`src/rtl/lives_score_tracker_if.sv`:
```
// Bundle of the controller-facing signals of lives_score_tracker.
// The controller side uses the master modport, the tracker the slave modport.
interface lives_score_tracker_if;
    logic        startOfFrame;
    logic        restart_gameN;
    logic        reset_scoreN;
    logic [2:0]  game_state;
    logic        player_died;
    logic        player_eat_gold_1;
    logic        player_eat_diamond;
    logic        alien_died_a;
    logic [2:0]  lives;
    logic [5:0]  diamonds_left;
    logic [19:0] score_bcd;
    logic        player_awake;
    logic        no_lives_left;
    logic        no_dimond_left;

    modport master (
        output startOfFrame, restart_gameN, reset_scoreN, game_state,
               player_died, player_eat_gold_1, player_eat_diamond, alien_died_a,
        input  lives, diamonds_left, score_bcd, player_awake,
               no_lives_left, no_dimond_left
    );

    modport slave (
        input  startOfFrame, restart_gameN, reset_scoreN, game_state,
               player_died, player_eat_gold_1, player_eat_diamond, alien_died_a,
        output lives, diamonds_left, score_bcd, player_awake,
               no_lives_left, no_dimond_left
    );
endinterface

```
`src/rtl/lives_score_tracker.sv`:
```
// Per-game bookkeeping: folds pixel-rate event levels into one event per frame,
// keeps lives, remaining diamonds, a 5-digit BCD score and the respawn timer.
// There is no valid/ready handshake: events are levels sampled while playing,
// committed on the startOfFrame pulse; the score adder drains its award queue
// at one award per cycle and never back-pressures the commit.
module lives_score_tracker #(
    parameter logic [2:0]  NUM_LIVES      = 3'd3,
    parameter logic [5:0]  NUM_DIAMONDS   = 6'd40,
    parameter logic [19:0] DIAMOND_POINTS = 20'h00025,
    parameter logic [19:0] GOLD_POINTS    = 20'h00500,
    parameter logic [19:0] ALIEN_POINTS   = 20'h00250,
    parameter logic [7:0]  RESPAWN_FRAMES = 8'd60
) (
    input  logic                  clk,
    input  logic                  resetN,
    lives_score_tracker_if.slave  bus,
    output logic                  o_dbg_state
);

    localparam logic [0:0] ST_IDLE = 1'b0;
    localparam logic [0:0] ST_ADD  = 1'b1;

    logic [2:0]  r_lives;
    logic [5:0]  r_diamonds;
    logic [19:0] r_score;
    logic        r_awake;
    logic        r_no_lives;
    logic        r_no_dia;
    logic [7:0]  r_resp_cnt;
    logic        r_pend_death, r_pend_gold, r_pend_dia, r_pend_alien;
    logic        r_q_gold, r_q_alien, r_q_dia;
    logic [0:0]  r_state;

    logic        w_playing, w_restart, w_clear, w_commit;
    logic        w_new_gold, w_new_alien, w_new_dia;
    logic        w_in_add;
    logic        w_ret_gold, w_ret_alien, w_ret_dia, w_any_ret;
    logic        w_q_gold_nxt, w_q_alien_nxt, w_q_dia_nxt, w_q_empty_nxt;
    logic [19:0] w_award;
    logic [19:0] w_score_sum;

    // Digit-wise BCD add with decimal carry; a carry out of the top digit
    // pins the result at the largest displayable score.
    function automatic logic [19:0] bcd_add(input logic [19:0] a, input logic [19:0] b);
        logic [19:0] sum;
        logic        carry;
        logic [4:0]  d;
        sum   = '0;
        carry = 1'b0;
        for (int i = 0; i < 5; i++) begin
            d = {1'b0, a[4*i +: 4]} + {1'b0, b[4*i +: 4]} + {4'd0, carry};
            if (d > 5'd9) begin
                d     = d + 5'd6;
                carry = 1'b1;
            end else begin
                carry = 1'b0;
            end
            sum[4*i +: 4] = d[3:0];
        end
        if (carry) sum = 20'h99999;
        return sum;
    endfunction

    assign w_playing  = (bus.game_state == 3'd2);
    assign w_restart  = !bus.restart_gameN;
    assign w_clear    = !bus.reset_scoreN;
    // Restart overrides the frame commit entirely.
    assign w_commit   = bus.startOfFrame && !w_restart;

    assign w_new_gold  = w_commit && r_pend_gold;
    assign w_new_alien = w_commit && r_pend_alien;
    assign w_new_dia   = w_commit && r_pend_dia;

    // One award retired per ADD cycle, gold first, then alien, then diamond.
    assign w_in_add    = (r_state == ST_ADD);
    assign w_ret_gold  = w_in_add && r_q_gold;
    assign w_ret_alien = w_in_add && r_q_alien && !r_q_gold;
    assign w_ret_dia   = w_in_add && r_q_dia && !r_q_gold && !r_q_alien;
    assign w_any_ret   = w_ret_gold || w_ret_alien || w_ret_dia;

    assign w_q_gold_nxt  = (r_q_gold  && !w_ret_gold)  || w_new_gold;
    assign w_q_alien_nxt = (r_q_alien && !w_ret_alien) || w_new_alien;
    assign w_q_dia_nxt   = (r_q_dia   && !w_ret_dia)   || w_new_dia;
    assign w_q_empty_nxt = !(w_q_gold_nxt || w_q_alien_nxt || w_q_dia_nxt);

    assign w_award     = w_ret_gold ? GOLD_POINTS : (w_ret_alien ? ALIEN_POINTS : DIAMOND_POINTS);
    assign w_score_sum = bcd_add(r_score, w_award);

    // Sticky per-frame event flags; the commit clear wins over a same-cycle set.
    always_ff @(posedge clk or negedge resetN) begin
        if (!resetN) begin
            r_pend_death <= 1'b0;
            r_pend_gold  <= 1'b0;
            r_pend_dia   <= 1'b0;
            r_pend_alien <= 1'b0;
        end else if (w_restart || w_commit) begin
            r_pend_death <= 1'b0;
            r_pend_gold  <= 1'b0;
            r_pend_dia   <= 1'b0;
            r_pend_alien <= 1'b0;
        end else if (w_playing) begin
            if (bus.player_died)        r_pend_death <= 1'b1;
            if (bus.player_eat_gold_1)  r_pend_gold  <= 1'b1;
            if (bus.player_eat_diamond) r_pend_dia   <= 1'b1;
            if (bus.alien_died_a)       r_pend_alien <= 1'b1;
        end
    end

    // Lives, diamonds and respawn timer, updated once per committed frame.
    always_ff @(posedge clk or negedge resetN) begin
        if (!resetN) begin
            r_lives    <= NUM_LIVES;
            r_diamonds <= NUM_DIAMONDS;
            r_awake    <= 1'b1;
            r_resp_cnt <= 8'd0;
        end else if (w_restart) begin
            r_lives    <= NUM_LIVES;
            r_diamonds <= NUM_DIAMONDS;
            r_awake    <= 1'b1;
            r_resp_cnt <= 8'd0;
        end else if (w_commit) begin
            if (r_pend_death && r_awake) begin
                if (r_lives != 3'd0) r_lives <= r_lives - 3'd1;
                r_awake    <= 1'b0;
                r_resp_cnt <= RESPAWN_FRAMES;
            end else if (!r_awake && (r_lives != 3'd0)) begin
                // A death while asleep is dropped; the timer keeps running.
                if (r_resp_cnt <= 8'd1) begin
                    r_resp_cnt <= 8'd0;
                    r_awake    <= 1'b1;
                end else begin
                    r_resp_cnt <= r_resp_cnt - 8'd1;
                end
            end
            if (r_pend_dia && (r_diamonds != 6'd0)) r_diamonds <= r_diamonds - 6'd1;
        end
    end

    // Registered end-of-game flags; restart clears them so a stale 1 never
    // shows beside reloaded counters.
    always_ff @(posedge clk or negedge resetN) begin
        if (!resetN) begin
            r_no_lives <= 1'b0;
            r_no_dia   <= 1'b0;
        end else if (w_restart) begin
            r_no_lives <= 1'b0;
            r_no_dia   <= 1'b0;
        end else begin
            r_no_lives <= (r_lives == 3'd0);
            r_no_dia   <= (r_diamonds == 6'd0);
        end
    end

    // Award queue and adder FSM; restart and score clear abort any add.
    always_ff @(posedge clk or negedge resetN) begin
        if (!resetN) begin
            r_q_gold  <= 1'b0;
            r_q_alien <= 1'b0;
            r_q_dia   <= 1'b0;
            r_state   <= ST_IDLE;
        end else if (w_restart || w_clear) begin
            r_q_gold  <= 1'b0;
            r_q_alien <= 1'b0;
            r_q_dia   <= 1'b0;
            r_state   <= ST_IDLE;
        end else begin
            r_q_gold  <= w_q_gold_nxt;
            r_q_alien <= w_q_alien_nxt;
            r_q_dia   <= w_q_dia_nxt;
            case (r_state)
                ST_IDLE: if (r_q_gold || r_q_alien || r_q_dia) r_state <= ST_ADD;
                ST_ADD:  if (w_q_empty_nxt) r_state <= ST_IDLE;
                default: r_state <= ST_IDLE;
            endcase
        end
    end

    // Score register: cleared on request, otherwise accumulates retired awards.
    always_ff @(posedge clk or negedge resetN) begin
        if (!resetN) begin
            r_score <= 20'h00000;
        end else if (w_clear) begin
            r_score <= 20'h00000;
        end else if (w_any_ret && !w_restart) begin
            r_score <= w_score_sum;
        end
    end

    assign bus.lives          = r_lives;
    assign bus.diamonds_left  = r_diamonds;
    assign bus.score_bcd      = r_score;
    assign bus.player_awake   = r_awake;
    assign bus.no_lives_left  = r_no_lives;
    assign bus.no_dimond_left = r_no_dia;
    assign o_dbg_state        = r_state;

endmodule
```
`src/flat_wrapper.sv`:
```
// flat-port wrapper written by rule: the top's interface ports become plain ports
module lives_score_tracker_flat 
#(
    parameter logic [2:0]  NUM_LIVES      = 3'd3,
    parameter logic [5:0]  NUM_DIAMONDS   = 6'd40,
    parameter logic [19:0] DIAMOND_POINTS = 20'h00025,
    parameter logic [19:0] GOLD_POINTS    = 20'h00500,
    parameter logic [19:0] ALIEN_POINTS   = 20'h00250,
    parameter logic [7:0]  RESPAWN_FRAMES = 8'd60
)
  (clk, resetN, o_dbg_state, bus_startOfFrame, bus_restart_gameN, bus_reset_scoreN, bus_game_state, bus_player_died, bus_player_eat_gold_1, bus_player_eat_diamond, bus_alien_died_a, bus_lives, bus_diamonds_left, bus_score_bcd, bus_player_awake, bus_no_lives_left, bus_no_dimond_left);
  lives_score_tracker_if bus_i ();
  input  logic clk;
  input  logic resetN;
  output logic o_dbg_state;
  input wire logic [$bits(bus_i.startOfFrame)-1:0] bus_startOfFrame;
  input wire logic [$bits(bus_i.restart_gameN)-1:0] bus_restart_gameN;
  input wire logic [$bits(bus_i.reset_scoreN)-1:0] bus_reset_scoreN;
  input wire logic [$bits(bus_i.game_state)-1:0] bus_game_state;
  input wire logic [$bits(bus_i.player_died)-1:0] bus_player_died;
  input wire logic [$bits(bus_i.player_eat_gold_1)-1:0] bus_player_eat_gold_1;
  input wire logic [$bits(bus_i.player_eat_diamond)-1:0] bus_player_eat_diamond;
  input wire logic [$bits(bus_i.alien_died_a)-1:0] bus_alien_died_a;
  output wire logic [$bits(bus_i.lives)-1:0] bus_lives;
  output wire logic [$bits(bus_i.diamonds_left)-1:0] bus_diamonds_left;
  output wire logic [$bits(bus_i.score_bcd)-1:0] bus_score_bcd;
  output wire logic [$bits(bus_i.player_awake)-1:0] bus_player_awake;
  output wire logic [$bits(bus_i.no_lives_left)-1:0] bus_no_lives_left;
  output wire logic [$bits(bus_i.no_dimond_left)-1:0] bus_no_dimond_left;
  assign bus_i.startOfFrame = bus_startOfFrame;
  assign bus_i.restart_gameN = bus_restart_gameN;
  assign bus_i.reset_scoreN = bus_reset_scoreN;
  assign bus_i.game_state = bus_game_state;
  assign bus_i.player_died = bus_player_died;
  assign bus_i.player_eat_gold_1 = bus_player_eat_gold_1;
  assign bus_i.player_eat_diamond = bus_player_eat_diamond;
  assign bus_i.alien_died_a = bus_alien_died_a;
  assign bus_lives = bus_i.lives;
  assign bus_diamonds_left = bus_i.diamonds_left;
  assign bus_score_bcd = bus_i.score_bcd;
  assign bus_player_awake = bus_i.player_awake;
  assign bus_no_lives_left = bus_i.no_lives_left;
  assign bus_no_dimond_left = bus_i.no_dimond_left;
  lives_score_tracker #(.NUM_LIVES(NUM_LIVES), .NUM_DIAMONDS(NUM_DIAMONDS), .DIAMOND_POINTS(DIAMOND_POINTS), .GOLD_POINTS(GOLD_POINTS), .ALIEN_POINTS(ALIEN_POINTS), .RESPAWN_FRAMES(RESPAWN_FRAMES)) u_core (.clk(clk), .resetN(resetN), .bus(bus_i), .o_dbg_state(o_dbg_state));
endmodule
```
`config.mk`:
```
export PLATFORM = sky130hd
export DESIGN_NAME = lives_score_tracker_flat
export DESIGN_NICKNAME = d
export VERILOG_FILES = /design/src/rtl/lives_score_tracker_if.sv /design/src/rtl/lives_score_tracker.sv /design/src/flat_wrapper.sv
export SDC_FILE = /design/constraint.sdc
export NUM_CORES = 1
export LEC_CHECK = 0
export CAP_MARGIN = 30
export CORE_ASPECT_RATIO = 0.7
export CORE_UTILIZATION = 50
export DETAILED_ROUTE_END_ITERATION = 8
export PLACE_DENSITY_LB_ADDON = 0.2
export SLEW_MARGIN = 20
export SYNTH_ARGS = -nofsm -noshare
export SYNTH_HDL_FRONTEND = slang
export SYNTH_SLANG_ARGS = --single-unit
export TNS_END_PERCENT = 50
```
`constraint.sdc`:
```
create_clock -name clk -period 7 [get_ports clk]
set_input_delay 1.05 -clock clk [delete_from_list [all_inputs] [get_ports clk]]
set_output_delay 1.05 -clock clk [all_outputs]
set_load 0.02 [all_outputs]
```
==> results of run 1 <==
[worst max-delay path, delay by kind of cell, from the launching register on]
| family | cells | cell delay (ns) |
|---|---|---|
| adder cells (fa/ha/maj) | 9 | 2.77 |
| flip-flops | 1 | 0.42 |
| XOR/XNOR | 1 | 0.15 |
| multiplexers | 1 | 0.30 |
| buffers and inverters | 3 | 0.26 |
| AND/OR/NAND/NOR | 9 | 1.35 |
| AO/OA/AOI/OAI | 8 | 1.62 |
[metrics by stage]
step / worst slack (ns) / total power [mW]
detailed placement: -0.109 / 0.414
global placement: 0.132 / 0.412
floorplan: 0.00199 / 0.378
finish: 0.0591 / 0.589
global route: -0.140 / 0.617
CTS: 0.00842 / 0.593
[sequential cells by signal (all words and copies together), names as in the netlist, 3 cells and up]
signal and cells:
u_core.bus.score_bcd 20, u_core.r_resp_cnt 8, u_core.bus.diamonds_left 6, u_core.bus.lives 3
[layout by cell type, fill, tap and decap left out, drive strengths merged, types with 2 or more instances in the layout]
cell type,instances
nor2,35
dfstp,5
nand3,12
or4,2
o31a,4
o2111ai,2
nand4,5
o22ai,4
a211oi,2
nor3,8
and2,2
mux2i,2
or3,3
a22o,7
fa,4
a221oi,3
nand2,39
clkbuf,7
and3,3
a31oi,11
ha,22
nand2b,10
or2,2
xor2,5
o21ai,26
a21oi,19
buf,29
o211ai,10
inv,26
dfrtp,43
a21boi,2
clkdlybuf4s50,43
nor2b,5
xnor2,10
[how the worst max path moves through the flow]
stage / end / slack [ns] / cells after the start
final: u_core.bus.score_bcd[9] / 0.06 / 31
after global routing: u_core.bus.score_bcd[6] / -0.14 / 34
after CTS: u_core.bus.score_bcd[9] / 0.008 / 32
after detailed placement: u_core.bus.score_bcd[18] / -0.11 / 34
after global placement: u_core.bus.score_bcd[18] / 0.13 / 32
after floorplan: u_core.bus.score_bcd[9] / 0.002 / 32
[per-layer routing]
| layer | track usage [%] | vias up |
|---|---|---|
| li1 | - | 1437 |
| met1 | 36.0 | 1468 |
| met2 | 34.2 | 123 |
| met3 | 4.84 | 13 |
| met4 | 6.97 | 0 |
| met5 | 0 | - |
[area by class of cell]
cell class	count	area, um2
sequential	48	1210
clock inverter	1	8.76
multi-input combinational	277	2140
clock buffer	7	86.3
tap	78	97.6
timing repair buffer	72	657
fill	453	1950
inverter	26	97.6
[logic make-up (layout without fill, tap and decap cells)]
| group | Yosys count | in the layout | synth area share, % |
|---|---|---|---|
| AOI/OAI and AO/OA | 100 | 100 | 21.8 |
| xor gates and xnor gates | 15 | 15 | 4.05 |
| adders and majority gates | 26 | 26 | 11.0 |
| buffers and inverters | 37 | 106 | 4.52 |
| DFF | 48 | 48 | 37.2 |
| muxes | 3 | 3 | 0.965 |
| and+or+nand+nor | 133 | 133 | 20.5 |
[cells in the mapped netlist, drive strengths merged (2+ instances only)]
| master | count |
|---|---|
| dfrtp | 43 |
| nand2 | 39 |
| nor2 | 35 |
| inv | 26 |
| o21ai | 26 |
| ha | 22 |
| a21oi | 19 |
| nand3 | 12 |
| a31oi | 11 |
| nand2b | 10 |
| o211ai | 10 |
| xnor2 | 10 |
| nor3 | 8 |
| a22o | 7 |
| buf | 7 |
| dfstp | 5 |
| nand4 | 5 |
| nor2b | 5 |
| xor2 | 5 |
| clkbuf | 4 |
| fa | 4 |
| o22ai | 4 |
| o31a | 4 |
| a221oi | 3 |
| and3 | 3 |
| or3 | 3 |
| a211oi | 2 |
| a21boi | 2 |
| and2 | 2 |
| mux2i | 2 |
| o2111ai | 2 |
| or2 | 2 |
| or4 | 2 |
[power groups by stage]
stage	Clock (mW)	Combinational (mW)	Sequential, mW
6_report	0.180	0.105	0.303
5_1_grt	0.195	0.117	0.305
4_1_cts	0.184	0.106	0.303
3_5_place_dp	0	0.106	0.308
3_3_place_gp	0	0.104	0.308
2_1_floorplan	0	0.0644	0.314
[repair_timing]
action,in CTS,in global routing
buffers inserted,6,7
endpoints found under the setup margin,11,19
gates resized for setup,1,36
pin swaps,7,32
==> results.sh, run 1 <==
export IMPL_status="finished with violations"
export IMPL_violations="design-rule violations"
export IMPL_vias_per_cell=5.97
export IMPL_rr_startpoint="u_core.r_q_alien"
export IMPL_drt_met1_wl_um=3970
export IMPL_syn_nets=400
export IMPL_drv_slew=0
export IMPL_tritoncts="done"
export IMPL_cellLeakagePower_nw=1.83
export IMPL_clockBufferDepth=2
export IMPL_dp_cells=488
export IMPL_tns_ns=0
export IMPL_power_internal_mw=0.421
export IMPL_antenna_found_initial=0
export IMPL_n_antenna_cell=0
export IMPL_drc=1
export IMPL_period_share_pct=99.2
export IMPL_clock_root_buffer="clkbuf_8"
export IMPL_synth_warnings=0
export IMPL_post_dp_cell_area_mm2=0.00391
export IMPL_synth_cells=362
export IMPL_setup_viol=0
export IMPL_final_cells=509
export IMPL_cp_startpoint="u_core.r_q_alien"
export IMPL_async_flop_share_pct=100
export IMPL_die_w_um=98.2
export IMPL_wire_per_inst_um=16.3
export IMPL_fin_crit_ns=6.94
export IMPL_gp_congestion=0.846
export IMPL_vias=3041
export IMPL_setup_worst_path_class="flip-flop to flip-flop"
export IMPL_dr_pass1_iters=9
export IMPL_die_h_um=69.4
export IMPL_ff2ff_setup_slack_ns=0.06
export IMPL_wl_met3_um=534
export IMPL_cts_clk_slew_worst_paths_ns=0.10
export IMPL_hp_class="flip-flop to flip-flop"
export IMPL_h_tree_depth=2
export IMPL_powerDensity_mw_per_mm2=137
export IMPL_numPortBuffers=44
export IMPL_p_clk_share_pct=30.6
export IMPL_core_mm2=0.00625
export IMPL_skew_ns=0.00801
export IMPL_tightest_slew_ns=0.779
export IMPL_grt_pass1_vias=2682
export IMPL_min_to="u_core.r_pend_alien"
export IMPL_ant_nets=0
export IMPL_fin_util_pct=68.8
export IMPL_routed_wl_um=8290
export IMPL_cts_sinks=48
export IMPL_synth_area_mm2=0.00324
export IMPL_rsz0062_at_grt="true"
export IMPL_yosysSeqAreaShare_pct=37.2
export IMPL_crit_fanout=6
export IMPL_grt_overflow_total=0
export IMPL_grt_usage_pct=23.8
export IMPL_place_hpwl_um=5560
export IMPL_min_from="u_core.r_pend_alien"
export IMPL_synthTopCellsByArea="dfrtp_1 (33%), ha_1 (8.5%), nand2_1 (4.5%)"
export IMPL_drt_iter0_markers=143
export IMPL_combPwrFrac_pct=17.9
export IMPL_hold_depth=2
export IMPL_synth_largest_area_cell="dfrtp_1"
export IMPL_die_area_mm2=0.00681
export IMPL_insertion_delay_ns=0.31
export IMPL_grt_first_pass_wirelength_um=13000
export IMPL_design_area_mm2=0.00429
export IMPL_areaGrowthSynthToFinish_pct=32.5
export IMPL_slowest_stage="fa_2"
export IMPL_synth_top_area_share_pct=33.2
export IMPL_fmax_mhz=144
export IMPL_relSlewSlack_pct=47.9
export IMPL_syn_avg_cell_area_um2=8.96
export IMPL_crit_path_max_incr_delay_ns=0.55
export IMPL_max_vdd_ir_drop_mv=0.116
export IMPL_initial_core_util_pct=51.9
export IMPL_synth_edff_count=0
export IMPL_cp_data_arrival_time_ns=7.19
export IMPL_final_nets=468
export IMPL_ctsHoldBuffers=0
export IMPL_placementRows=24
export IMPL_p_seq_share_pct=51.4
export IMPL_netSwitchingFraction_pct=28.4
export IMPL_critPathCaptureType="flip-flop"
export IMPL_required_ns=7.25
export IMPL_whs_ns=0.541
export IMPL_highest_layer="met4"
export IMPL_ys_flop_type="dfrtp_1"
export IMPL_p_switching_mw=0.167
export IMPL_pin_count=45
export IMPL_netlist_cell_type_count=58
export IMPL_r2r_end="u_core.bus.score_bcd[9]"
export IMPL_hold_viol_final=0
export IMPL_max_cap_violations=0
export IMPL_grt_max_degree=49
export IMPL_drive_gt1_share_pct=21.8
export IMPL_start_kind="flip-flop"
export IMPL_r2r_cells=31
export IMPL_cts_made_buffers=5
export IMPL_synth_seq_cells=48
export IMPL_dr_wl_met2_um=3670
Power figures use the tool's default switching activity.
==> run 2, diff against run 1 <==
--- a/config.mk
+++ b/config.mk
@@ -7,8 +7,10 @@
 export LEC_CHECK = 0
 export CAP_MARGIN = 30
 export CORE_ASPECT_RATIO = 0.7
-export CORE_UTILIZATION = 50
+export CORE_UTILIZATION = 55
+export CTS_CLUSTER_SIZE = 25
 export DETAILED_ROUTE_END_ITERATION = 8
+export MAX_ROUTING_LAYER = met4
 export PLACE_DENSITY_LB_ADDON = 0.2
 export SLEW_MARGIN = 20
 export SYNTH_ARGS = -nofsm -noshare
==> constraint.sdc (replaced) <==
create_clock -name clk -period 8.5 [get_ports clk]
set_input_delay 1.275 -clock clk [delete_from_list [all_inputs] [get_ports clk]]
set_output_delay 1.275 -clock clk [all_outputs]
set_load 0.02 [all_outputs]
==> run 2 against run 1 <==
  * The run now ends clean
  * Non-clock buffer count decreased by 26
  * Combinational power down 18%
  * Die area is 8.9% lower
  * Hold slack gained 0.0097 ns
  * Critical path depth grew 1
  * Fmax fell by 13%
  * Final area down 10%
  * Wire length decreased by 13%
  * Critical path type unchanged
  * Largest cell class unchanged
  * Largest power group unchanged
==> results.sh, run 2 (same netlist as run 1, synthesis figures left out) <==
export IMPL_die_area_mm2=0.00621
export IMPL_setup_worst_path_class="flip-flop to flip-flop"
export IMPL_fin_crit_ns=7.93
export IMPL_insertion_delay_ns=0.30
export IMPL_cp_data_arrival_time_ns=8.16
export IMPL_start_kind="flip-flop"
export IMPL_whs_ns=0.550
export IMPL_p_clk_share_pct=30.0
export IMPL_required_ns=8.73
export IMPL_ctsHoldBuffers=0
export IMPL_n_antenna_cell=0
export IMPL_h_tree_depth=2
export IMPL_wire_per_inst_um=15.2
export IMPL_final_cell_mix="clkdlybuf4s50_1 (43), dfrtp_1 (42), nand2_1 (39)"
export IMPL_drv_slew=0
export IMPL_place_hpwl_um=5360
export IMPL_grt_usage_pct=25.9
export IMPL_final_nets=442
export IMPL_areaGrowthSynthToFinish_pct=19.0
export IMPL_skew_ns=0.0119
export IMPL_status="complete, no violations"
export IMPL_cts_made_buffers=5
export IMPL_cts_clk_slew_worst_paths_ns=0.09
export IMPL_grt_met1_usage_pct=38.1
export IMPL_clockBufferDepth=2
export IMPL_gp_congestion=0.849
export IMPL_cellLeakagePower_nw=1.68
export IMPL_drt_iter0_markers=189
export IMPL_rsz0062_at_grt="false"
export IMPL_vias_per_cell=5.81
export IMPL_drc=0
export IMPL_combPwrFrac_pct=17.9
export IMPL_clock_root_buffer="clkbuf_8"
export IMPL_crit_path_frequent_cell="ha_1"
export IMPL_relSlewSlack_pct=47.8
export IMPL_fin_util_pct=70.8
export IMPL_cts_resized=0
export IMPL_powerDensity_mw_per_mm2=124
export IMPL_layout_commonest_cell="clkdlybuf4s50_1"
export IMPL_cts_sinks=48
export IMPL_p_seq_share_pct=52.1
export IMPL_crit_path_max_incr_delay_ns=0.62
export IMPL_grt_overflow_total=0
export IMPL_p_switching_mw=0.133
export IMPL_pin_count=45
export IMPL_grt_first_pass_wirelength_um=12200
export IMPL_max_cap_violations=0
export IMPL_hold_depth=2
export IMPL_tightest_slew_ns=0.780
export IMPL_fmax_mhz=126
export IMPL_grt_busiest_layer="met2"
export IMPL_routed_wl_um=7250
export IMPL_hp_class="flip-flop to flip-flop"
export IMPL_setup_viol=0
export IMPL_grt_pass1_vias=2514
export IMPL_max_vdd_ir_drop_mv=0.0916
export IMPL_die_w_um=93.8
export IMPL_die_h_um=66.2
export IMPL_tritoncts="done"
export IMPL_power_internal_mw=0.346
export IMPL_cts_setup_buffers=0
export IMPL_initial_core_util_pct=59.5
export IMPL_period_share_pct=93.3
export IMPL_critPathCaptureType="flip-flop"
export IMPL_r2r_cells=32
export IMPL_grt_max_degree=49
export IMPL_tns_ns=0
export IMPL_numPortBuffers=44
export IMPL_placementRows=22
export IMPL_ant_nets=0
export IMPL_antenna_found_initial=0
export IMPL_largest_register_ffs=20
export IMPL_core_mm2=0.00545
export IMPL_grt_use_met2_pct=38.1
export IMPL_hold_viol_final=0
export IMPL_grt_util_met3_pct=3.79
export IMPL_power_mw=0.479
export IMPL_netSwitchingFraction_pct=27.8
export IMPL_dr_pass1_iters=4
export IMPL_drive_gt1_share_pct=8.64
export IMPL_slowest_stage="fa_1"
export IMPL_crit_fanout=7
export IMPL_vias=2771
-- run 2: cell count changes in the layout (fill, tap and decap cells not counted), sizes merged --
cell	delta
clkinvlp	+1
buf	-26
clkinv	-1
-- run 2: power by group through the flow --
stage / Combinational (mW) / Clock (mW) / Sequential (mW)
detailed placement: 0.0859 / 0 / 0.254
finish: 0.0858 / 0.144 / 0.250
CTS: 0.0865 / 0.145 / 0.250
floorplan: 0.0530 / 0 / 0.259
global placement: 0.0844 / 0 / 0.254
global route: 0.0950 / 0.153 / 0.251
-- run 2: critical path, delay by kind of cell (launching register included) --
kind | cells | cell delay, ns
adder cells (fa/ha/maj) | 11 | 3.53
AO/OA/AOI/OAI | 7 | 1.66
XOR/XNOR | 1 | 0.16
AND/OR/NAND/NOR | 10 | 1.61
multiplexers | 1 | 0.30
buffers and inverters | 2 | 0.14
flip-flops | 1 | 0.44
-- run 2: final timing paths --
path | slack, ns | end | startpoint
worst max-delay path | 0.57 | u_core.bus.score_bcd[9] | u_core.r_q_alien
worst min-delay path | 0.55 | u_core.r_pend_dia | u_core.r_pend_dia
worst max register to register | 0.57 | u_core.bus.score_bcd[9] | u_core.r_q_alien
worst min register to register | 0.55 | u_core.r_pend_dia | u_core.r_pend_dia
max in group asynchronous | 7.01 | u_core.o_dbg_state | resetN
min in group asynchronous | 1.05 | u_core.bus.score_bcd[15] | resetN
-- run 2: stage by stage --
stage | worst slack, ns | instance area (um2) | cells
detailed placement | 0.0889 | 3730 | 469
global route | 0.101 | 3860 | 477
global placement | 0.496 | 3730 | 469
floorplan | 0.786 | 3240 | 362
CTS | 0.0460 | 3830 | 477
finish | 0.566 | 3860 | 477
-- run 2: cell type report --
| class | instances | area, um2 |
|---|---|---|
| Sequential cell | 48 | 1210 |
| Inverter | 26 | 97.6 |
| Multi-Input combinational cell | 277 | 1920 |
| Timing Repair Buffer | 46 | 450 |
| Tap cell | 72 | 90.1 |
| Fill cell | 457 | 1590 |
| Clock buffer | 7 | 86.3 |
| Clock inverter | 1 | 7.51 |
-- run 2: routing by layer --
layer	wire length [um]	vias up
met5	0	-
met4	50	0
met3	343	8
met2	3120	80
met1	3730	1299
li1	-	1384
==> run 3, diff against run 2 <==
--- a/config.mk
+++ b/config.mk
@@ -6,7 +6,6 @@
 export NUM_CORES = 1
 export LEC_CHECK = 0
 export CAP_MARGIN = 30
-export CORE_ASPECT_RATIO = 0.7
 export CORE_UTILIZATION = 55
 export CTS_CLUSTER_SIZE = 25
 export DETAILED_ROUTE_END_ITERATION = 8
==> run 3 against run 2 <==
  * Critical endpoint unchanged
  * Largest power group unchanged
  * Final cell count is the same
  * Die area is essentially flat
  * Sequential power is essentially flat
  * Hold slack lost 0.012 ns
  * Worst setup slack lost 0.0066 ns
==> results.sh, run 3 (same netlist as run 1, synthesis figures left out) <==
export IMPL_drv_slew=0
export IMPL_cp_data_arrival_time_ns=8.18
export IMPL_crit_path_frequent_cell="ha_1"
export IMPL_status="complete, no violations"
export IMPL_die_w_um=78.8
export IMPL_clock_root_buffer="clkbuf_8"
export IMPL_cts_clk_slew_worst_paths_ns=0.10
export IMPL_clockBufferDepth=2
export IMPL_cellLeakagePower_nw=1.69
export IMPL_fill_cells=462
export IMPL_wire_per_inst_um=14.7
export IMPL_setup_worst_path_class="flip-flop to flip-flop"
export IMPL_placementRows=27
export IMPL_die_area_mm2=0.00621
export IMPL_crit_path_max_incr_delay_ns=0.62
export IMPL_routed_wl_um=7030
export IMPL_grt_first_pass_wirelength_um=11900
export IMPL_grt_pass1_vias=2547
export IMPL_ctsHoldBuffers=0
export IMPL_register_area_mm2=0.00121
export IMPL_h_tree_depth=2
export IMPL_tritoncts="done"
export IMPL_vias_per_cell=5.87
export IMPL_n_antenna_cell=0
export IMPL_place_hpwl_um=4980
export IMPL_fmax_mhz=126
export IMPL_critical_path_top_delay_family="adder cells"
export IMPL_whs_ns=0.539
export IMPL_pin_count=45
export IMPL_rsz0062_at_grt="false"
export IMPL_tightest_slew_ns=0.768
export IMPL_period_share_pct=93.4
export IMPL_cts_sinks=48
export IMPL_hold_viol_final=0
export IMPL_final_nets=442
export IMPL_crit_fanout=9
export IMPL_drc=0
export IMPL_core_mm2=0.00561
export IMPL_vias=2798
export IMPL_critPathCaptureType="flip-flop"
export IMPL_setup_viol=0
export IMPL_cts_made_buffers=5
export IMPL_start_kind="flip-flop"
export IMPL_areaGrowthSynthToFinish_pct=19.5
export IMPL_multi_input_area_mm2=0.00192
export IMPL_cts_setup_buffers=0
export IMPL_relSlewSlack_pct=48.8
export IMPL_grt_overflow_total=0
export IMPL_skew_ns=0.0146
export IMPL_ant_nets=0
export IMPL_required_ns=8.74
export IMPL_max_vdd_ir_drop_mv=0.0978
export IMPL_tns_ns=0
export IMPL_cts_resized=0
export IMPL_hp_class="flip-flop to flip-flop"
export IMPL_drive_gt1_share_pct=8.64
export IMPL_antenna_found_initial=0
export IMPL_dr_pass1_iters=4
export IMPL_initial_core_util_pct=57.8
export IMPL_numPortBuffers=44
export IMPL_critical_path_buf_inv_count=2
export IMPL_powerDensity_mw_per_mm2=129
export IMPL_grt_max_degree=49
export IMPL_drt_iter0_markers=189
export IMPL_insertion_delay_ns=0.31
export IMPL_max_cap_violations=0
export IMPL_final_cell_mix="clkdlybuf4s50_1 (43), dfrtp_1 (43), nand2_1 (39)"
export IMPL_grt_usage_pct=24.8
export IMPL_die_h_um=78.8
export IMPL_slowest_stage="fa_1"
export IMPL_fin_crit_ns=7.94
export IMPL_gp_congestion=0.930
export IMPL_largest_register_ffs=20
[run 3: changes by cell type in the layout (fill, tap and decap cells not counted), sizes merged]
cell    change
clkinv      +1
bufinv      +1
clkbuf      -2
[run 3: worst reg2reg max path: cells and delay by family, from the launching register on]
family | cells | cell delay (ns)
adder cells (fa/ha/maj) | 11 | 3.52
AO/OA/AOI/OAI | 8 | 1.62
AND/OR/NAND/NOR | 9 | 1.55
flip-flops | 1 | 0.49
multiplexers | 1 | 0.30
XOR/XNOR | 1 | 0.25
buffers and inverters | 2 | 0.14
[run 3: final timing paths]
kind	startpoint	end	slack [ns]	cells past startpoint
worst min register to register	u_core.r_pend_dia	u_core.r_pend_dia	0.54	2
worst max-delay path	u_core.o_dbg_state	u_core.bus.score_bcd[9]	0.56	32
min in group asynchronous	resetN	u_core.bus.score_bcd[15]	1.05	2
max in group asynchronous	resetN	u_core.r_resp_cnt[2]	7.01	2
worst max register to register	u_core.o_dbg_state	u_core.bus.score_bcd[9]	0.56	32
worst min-delay path	u_core.r_pend_dia	u_core.r_pend_dia	0.54	2
[run 3: where the power goes]
group	internal, mW	switching (mW)	leakage, nW
clock network	0.0871	0.0796	0.0541
registers	0.240	0.00997	0.647
logic	0.0399	0.0452	0.989
[run 3: stage by stage]
step,std cells,utilization (%),power (mW),setup slack (ns),instance area [um2]
after floorplan,362,-,0.312,0.786,3240
after global placement,469,66.6,0.338,0.506,3730
after detailed placement,469,66.6,0.339,0.217,3730
after CTS,477,68.6,0.505,0.174,3840
after global routing,477,69.1,0.525,0.0512,3870
final,477,69.1,0.502,0.559,3870
[run 3: cell type report]
cell class,count,area share (%)
clock buffers,5,1.78
clock inverters,3,1.10
inverters,26,2.52
multi-input cells,277,49.5
flip-flops and latches,48,31.2
well taps,72,2.33
repair buffers,46,11.6
[run 3: metal layers]
metal	vias to the layer above	part of all wire, %	track usage [%]
li1	1377	-	-
met1	1348	48	33.7
met2	71	48	38.3
met3	2	3.8	4.94
met4	0	0.31	6.30
met5	-	0	-
